$ cat src/rtl/plus_rr_sched.sv
// Round-robin scheduler sharing one W-bit `plus` datapath among N_REQ requesters.
// Each service drives pu_a for SETTLE cycles, then captures pu_y into the requester's slot.
module plus_rr_sched #(
  parameter int N_REQ  = 4,
  parameter int W      = 4,
  parameter int SETTLE = 2
) (
  input  logic               CLOCK_50,
  input  logic               KEY0,
  input  logic [N_REQ-1:0]   req,
  input  logic [N_REQ*W-1:0] operand,
  output logic [N_REQ-1:0]   gnt,
  output logic [W-1:0]       pu_a,
  input  logic [W-1:0]       pu_y,
  output logic [N_REQ*W-1:0] res,
  output logic [N_REQ-1:0]   res_valid,
  output logic               busy
);

  localparam int PW = (N_REQ > 1) ? $clog2(N_REQ) : 1;
  localparam int CW = $clog2(SETTLE + 1);

  typedef enum logic [1:0] {
    S_IDLE,
    S_WAIT,
    S_CAPTURE
  } state_t;

  state_t          state, state_nx;
  logic [CW-1:0]   cnt;
  logic [PW-1:0]   ptr;
  logic [PW-1:0]   sel;
  logic [PW-1:0]   pick;
  logic [PW-1:0]   idx_p;
  int unsigned     idx_u;
  logic            found;

  // Scan ptr+1, ptr+2, ... so the requester served last has lowest priority.
  always_comb begin
    found = 1'b0;
    pick  = '0;
    idx_u = 0;
    idx_p = '0;
    for (int unsigned i = 1; i <= N_REQ; i++) begin
      idx_u = (32'(ptr) + i) % N_REQ;
      idx_p = PW'(idx_u);
      if (!found && req[idx_p]) begin
        found = 1'b1;
        pick  = idx_p;
      end
    end
  end

  always_ff @(posedge CLOCK_50 or negedge KEY0) begin
    if (!KEY0) state <= S_IDLE;
    else       state <= state_nx;
  end

  always_comb begin
    state_nx = state;
    case (state)
      S_IDLE:    if (found) state_nx = S_WAIT;
      S_WAIT:    if (cnt == CW'(1)) state_nx = S_CAPTURE;
      S_CAPTURE: state_nx = S_IDLE;
      default:   state_nx = S_IDLE;
    endcase
  end

  always_ff @(posedge CLOCK_50 or negedge KEY0) begin
    if (!KEY0) begin
      cnt       <= '0;
      pu_a      <= '0;
      sel       <= '0;
      ptr       <= PW'(N_REQ - 1);
      res       <= '0;
      res_valid <= '0;
    end else begin
      case (state)
        S_IDLE: begin
          if (found) begin
            pu_a <= operand[32'(pick)*W +: W];
            sel  <= pick;
            cnt  <= CW'(SETTLE);
          end
        end
        S_WAIT: cnt <= cnt - CW'(1);
        S_CAPTURE: begin
          res[32'(sel)*W +: W] <= pu_y;
          res_valid[sel]       <= 1'b1;
          ptr                  <= sel;
        end
        default: ;
      endcase
    end
  end

  always_comb begin
    gnt  = '0;
    busy = (state != S_IDLE);
    if (state == S_CAPTURE) gnt[sel] = 1'b1;
  end

endmodule

$ cat config.mk
export PLATFORM = sky130hd
export DESIGN_NAME = plus_rr_sched
export DESIGN_NICKNAME = d
export VERILOG_FILES = /design/src/rtl/plus_rr_sched.sv
export SDC_FILE = /design/constraint.sdc
export NUM_CORES = 1
export LEC_CHECK = 0
export BUFFER_PORTS_ARGS = -buffer_cell sky130_fd_sc_hd__buf_2
export CORE_ASPECT_RATIO = 1.5
export CORE_UTILIZATION = 46
export CTS_BUF_LIST = sky130_fd_sc_hd__clkbuf_8
export DETAILED_ROUTE_END_ITERATION = 6
export PLACE_DENSITY = 0.78
export SYNTH_ARGS = -nofsm -noshare
export SYNTH_HDL_FRONTEND = slang
export SYNTH_SLANG_ARGS = --single-unit
$ cat constraint.sdc
create_clock -name CLOCK_50 -period 1.4 [get_ports CLOCK_50]
set_input_delay 0.14 -clock CLOCK_50 [delete_from_list [all_inputs] [get_ports CLOCK_50]]
set_output_delay 0.14 -clock CLOCK_50 [all_outputs]
set_load 0.1 [all_outputs]
==> metrics.csv, run 1 <==
stage;metric;value;unit
sta;tightest_slew;0.496;ns
setup_path;reg2reg_setup_slack;-0.13;ns
route;first_pass_iters;4;
synth;ys_ff_latch;32;
sta;finalCritPeriodShare;109;%
final_layout;area_growth;53.8;%
setup_path;critPathLaunchType;flop;
floorplanning;core_area;0.00338;mm²
synth;yosysMostFrequentCell;dfrtp_1;
global_route;grt_pass1_wl;7290;µm
setup_path;reg2regPathDepth;5;
cts;clock_latency;0.28;ns
placement;dpl_cell_area;0.00216;mm²
sta;max-slew-margin-rel;67.2;%
synth;netlist_instances;140;
sta;maxSlewViolCount;0;
floorplanning;die_h;74.5;µm
final_layout;nFillCells;236;
cts;cts_root_buf;clkbuf_8;
sta;final-setup-viol-count;23;
floorplanning;ios;55;
synth;syn_area_per_cell;11.5;µm²
synth;synth_warnings;0;
cts;cts_tree;built;
final_layout;nets;263;
setup_path;rr_endpoint;pu_a[0]$_DFFE_PN0P_;
route;dr_wl_met2;2650;µm
floorplanning;die_w;50.3;µm
route;met3_length;202;µm
global_route;grt_pass1_vias;1583;
final_layout;utilization;73.3;%
sta;setup_ws;-0.130;ns
sta;finalHoldViolCount;0;
cts;path_clk_slew;0.07;ns
hold_path;hold_class;primary input to flop;
global_route;antenna_found_initial;0;
route;viasPerCell;5.62;
synth;async_reset_ff_share;100;%
final_layout;diodes;0;
synth;synth_cell_types;33;
job;maxCapViolations;0;
sta;fin_skew;0.00572;ns
synth;yosysTopAreaCell;dfrtp_1;
global_route;grt_max_degree;33;
final_layout;drive_above_1_share;53.7;%
placement;gp_congestion;0.719;
global_route;overflow;0;
route;num_vias;1523;
placement;hpwl;2910;µm
synth;synth_nets;175;
hold_path;hp-start;pu_y[1];
setup_path;r2r-start;ptr[0]$_DFFE_PN1P_;
hold_path;hold_depth;2;
synth;syn-cell-area;0.00161;mm²
run_status;outcome;complete, but fails checks;
cts;cts_buffers;5;
route;top_layer;met4;
global_route;grt_use_total;26.8;%
synth;synth_top_area_share;46.5;%
final_layout;fin_area;0.00248;mm²
floorplanning;core.rowCount;26;
run_status;violations;setup timing;
setup_path;endpoint_kind;flop;
route;routedWlPerCell;16.9;µm
cts;clkSinkCount;32;
cts;cts.path.max_buffers;2;
route;ant_nets;0;
route;drc;0;
setup_path;cp_data_arrival_time;1.68;ns
synth;ys_seq_area_share;49.8;%
sta;fin_crit;1.53;ns
setup_path;worstSetupPathType;flop to flop;
synth;synth.top_cells.by_count;dfrtp_1 (30), a22o_1 (16), nand2_1 (11);
floorplanning;die_area;0.00375;mm²
sta;rsz0062_at_grt;true;
placement;port_buffers;54;
sta;max_freq;654;MHz
hold_path;whs_endpoint;res[1]$_DFFE_PN0P_;
setup_path;cp_max_fo;5;
synth;synth.area.top_cells;dfrtp_1 (47%), a22o_1 (8.7%), ha_1 (7.0%), dfstp_2 (3.3%), nor4b_2 (2.8%);
synth;ys.flop_type;dfrtp_1;
synth;synth_edf_count;0;
route;met1_length;1560;µm
route;wl;4580;µm
floorplanning;initial_core_util;47.7;%
setup_path;crit_required;1.55;ns
cts;cts_max_level;2;
route;drt-initial-drc-count;22;
[metal layers]
layer	track usage, %	vias up
met5	0	-
met1	24.0	738
met3	5.52	14
li1	-	690
met4	18.5	0
met2	52.3	81
[logic make-up (layout without fill, tap and decap cells)]
| family | after synthesis | in the layout | share of synthesized area [%] |
|---|---|---|---|
| flops | 32 | 32 | 49.8 |
| mux | 6 | 6 | 3.88 |
| compound gates | 40 | 42 | 18.7 |
| simple gates | 41 | 41 | 16.8 |
| fa+ha+maj | 9 | 9 | 6.98 |
| buf+inv | 12 | 99 | 3.80 |
[layout make-up]
class	instances	area (µm²)	share of cell area (%)
inverter	8	32.5	1.31
clock inverter	2	10.0	0.404
timing repair buffer	83	588	23.7
tap	42	52.6	2.12
sequential	32	805	32.4
multi-input combinational	98	910	36.7
clock buffer	6	82.6	3.33
[registers in the layout (all words and copies together), names as in the netlist]
register   count
state          2
pu_a           4
cnt            2
ptr            2
sel            2
res_valid      4
res           16
[worst max-delay path by stage]
stage	from	end	slack [ns]	depth (start not counted)
after floorplan	ptr[0]$_DFFE_PN1P_	pu_a[3]$_DFFE_PN0P_	-0.1	7
after global placement	ptr[0]$_DFFE_PN1P_	pu_a[1]$_DFFE_PN0P_	-0.14	5
after detailed placement	ptr[0]$_DFFE_PN1P_	pu_a[0]$_DFFE_PN0P_	-0.23	5
after CTS	ptr[0]$_DFFE_PN1P_	pu_a[0]$_DFFE_PN0P_	-0.11	5
after global routing	ptr[0]$_DFFE_PN1P_	pu_a[1]$_DFFE_PN0P_	-0.17	5
final	ptr[0]$_DFFE_PN1P_	pu_a[0]$_DFFE_PN0P_	-0.13	5
[placed cells by master, fill, tap and decap left out, drive strengths merged]
cell / instances
inv: 8
and3: 1
nor4: 1
clkbuf: 6
o21ai: 7
clkinv: 2
nor2b: 1
and2: 4
dfstp: 2
a21bo: 2
dlygate4sd3: 1
buf: 82
o22a: 1
mux2i: 4
nand3b: 1
nand2: 11
a31oi: 6
nor2: 4
nand2b: 5
nor4b: 3
mux2: 2
and4: 4
ha: 9
dfrtp: 30
a22o: 16
a21o: 4
nand3: 1
a21oi: 1
or2: 5
o211ai: 5
[metrics by stage]
stage | instances | hold slack, ns | setup slack, ns | TNS, ns
after floorplan | 140 | -0.156 | -0.0970 | -0.467
after global placement | 246 | 0.101 | -0.136 | -0.535
after detailed placement | 246 | 0.107 | -0.232 | -0.993
after CTS | 270 | 0.144 | -0.108 | -1.01
after global routing | 271 | 0.135 | -0.174 | -3.03
final | 271 | 0.144 | -0.130 | -1.75
[critical path, cell delays in order, from the launching register on]
cell and delay [ns]:
dfstp_2 0.56, nand2b_4 0.15, a21o_4 0.14, and3_4 0.23
mux2i_1 0.22, o211ai_1 0.10
[timing repair]
action,in CTS,in global routing
cloned,3,0
pin swaps,22,16
endpoints found under the hold margin,30,0
hold buffers,1,0
setup endpoints to repair,17,25
gates resized for setup,22,2
buffers inserted,12,1
Power of run 1 is left out: the tool's default activity adds up to more than one toggle a clock period on the data nets, which glitch-free logic cannot reach.
==> run 2: changes to the inputs <==
- BUFFER_PORTS_ARGS: -buffer_cell sky130_fd_sc_hd__buf_2 -> -buffer_cell sky130_fd_sc_hd__clkbuf_2
==> run 2 against run 1 <==
The run still ends with setup timing left. Non-clock buffer count grew 2. Sequential share of layout area shrank 1.0 points. Utilization grew 2.3 points. Flip-flop and latch count is the same. Worst hold slack gained 0.017 ns. Cell area grew 3.2%. Die area is the same. Maximum frequency grew 1.5%. Critical endpoint is now pu_a[3]$_DFFE_PN0P_.
==> metrics.csv, run 2 (synthesis results as in run 1) <==
stage;metric;value;unit
setup_path;cp_max_fo;6;
global_route;grt_use_total;25.3;%
cts;cts_buffers;5;
setup_path;startpoint;ptr[0]$_DFFE_PN1P_;
cts;cts_max_level;2;
hold_path;hold_depth;2;
cts;clkSinkCount;32;
floorplanning;core.rowCount;26;
setup_path;worstSetupPathType;flop to flop;
sta;fin_skew;0.00353;ns
sta;rsz0062_at_grt;true;
setup_path;crit_required;1.55;ns
floorplanning;die_area;0.00375;mm²
final_layout;area_growth;58.6;%
cts;cts.path.max_buffers;2;
global_route;grt_pass1_wl;6930;µm
global_route;overflow;0;
setup_path;rr_endpoint;pu_a[3]$_DFFE_PN0P_;
route;viasPerCell;5.45;
setup_path;critPathLaunchType;flop;
route;wl;4500;µm
placement;place_ws;-0.220;ns
sta;maxSlewViolCount;0;
final_layout;diodes;0;
sta;tightest_slew;0.557;ns
placement;port_buffers;54;
final_layout;reg_top3;res x16, pu_a x4, res_valid x4;
floorplanning;core_area;0.00338;mm²
final_layout;largest_reg_flops;16;
hold_path;hp-start;pu_y[0];
setup_path;r2r-start;ptr[0]$_DFFE_PN1P_;
sta;timing.hold.ws;0.162;ns
final_layout;regMostFlops;res;
route;routedWlPerCell;16.6;µm
global_route;grt_pass1_vias;1553;
setup_path;cp_data_arrival_time;1.66;ns
sta;fin_crit;1.51;ns
floorplanning;ios;55;
final_layout;mostFrequentLayoutCells;clkbuf_2 (49), dfrtp_1 (29), buf_4 (22);
route;num_vias;1476;
placement;hpwl;2950;µm
route;ant_nets;0;
setup_path;reg2reg_setup_slack;-0.11;ns
final_layout;drive_above_1_share;56.8;%
route;drt-initial-drc-count;15;
sta;max-slew-margin-rel;63.0;%
global_route;grt_max_degree;18;
global_route;antenna_found_initial;0;
setup_path;endpoint_kind;flop;
route;first_pass_iters;4;
setup_path;reg2regPathDepth;6;
floorplanning;die_h;74.5;µm
cts;cts_root_buf;clkbuf_8;
sta;setup_ws;-0.107;ns
sta;max_freq;664;MHz
job;maxCapViolations;0;
cts;cts_tree;built;
cts;path_clk_slew;0.07;ns
sta;finalCritPeriodShare;108;%
cts;clock_latency;0.28;ns
hold_path;hold_class;primary input to flop;
hold_path;whs_endpoint;res[12]$_DFFE_PN0P_;
sta;finalHoldViolCount;0;
sta;final-setup-viol-count;24;
final_layout;final_common_cell;clkbuf_2;
final_layout;nets;263;
floorplanning;die_w;50.3;µm
run_status;outcome;complete, but fails checks;
floorplanning;initial_core_util;47.7;%
placement;gp_congestion;0.783;
run_status;violations;setup timing;
route;drc;0;
==> run 2: changes by cell type in the layout (fill, tap and decap cells not counted), moves of 2 or more <==
| cell | change |
|---|---|
| ha_1 | -2 |
| o21ai_0 | -3 |
| buf_2 | -49 |
| nand2_1 | -2 |
| clkbuf_2 | +49 |
| buf_6 | +2 |
| o21ai_1 | +3 |
==> run 2: layout make-up <==
class                   count  area, µm²
multi-input cells          96        947
fillers                   219        825
flip-flops and latches     32        805
repair buffers             85        611
clock buffers               5       68.8
well taps                  42       52.6
clock inverters             3       42.5
inverters                   8       32.5
==> run 2: how the worst max path moves through the flow <==
stage | to | cells after the start
floorplan | pu_a[3]$_DFFE_PN0P_ | 7
global placement | pu_a[1]$_DFFE_PN0P_ | 5
CTS | pu_a[2]$_DFFE_PN0P_ | 5
detailed placement | pu_a[2]$_DFFE_PN0P_ | 5
global route | pu_a[3]$_DFFE_PN0P_ | 5
finish | pu_a[3]$_DFFE_PN0P_ | 6
==> run 2: repair_timing <==
action | CTS | global route
hold buffers | 1 | 0
setup buffers | 12 | 4
endpoints found under the setup margin | 19 | 26
gates resized for setup | 27 | 13
cloned | 1 | 0
pin swaps | 14 | 20
endpoints found under the hold margin | 16 | 0
==> run 2: critical path, stage by stage, from the launching register on <==
cell and delay, ns:
dfstp_2 0.38, nand2b_4 0.14, a21o_4 0.22, buf_4 0.13, and4_2 0.21, o21ai_1 0.17, o211ai_1 0.11
==> run 2: per-layer routing <==
metal,vias to the layer above,part of all wire (%),global-route usage (%)
li1,690,-,-
met1,698,33,21.4
met2,66,56,49.8
met3,22,5.0,5.32
met4,0,5.7,19.1
met5,-,0,0
==> run 2: through the flow <==
stage,instances,TNS [ns],cell area [µm²],util (%)
global route,271,-2.64,2560,75.6
CTS,267,-0.888,2470,73.2
detailed placement,245,-0.948,2150,63.5
global placement,245,-0.514,2150,63.5
floorplan,140,-0.467,1690,-
finish,271,-1.46,2560,75.6
Power of run 2 is left out for the same reason.
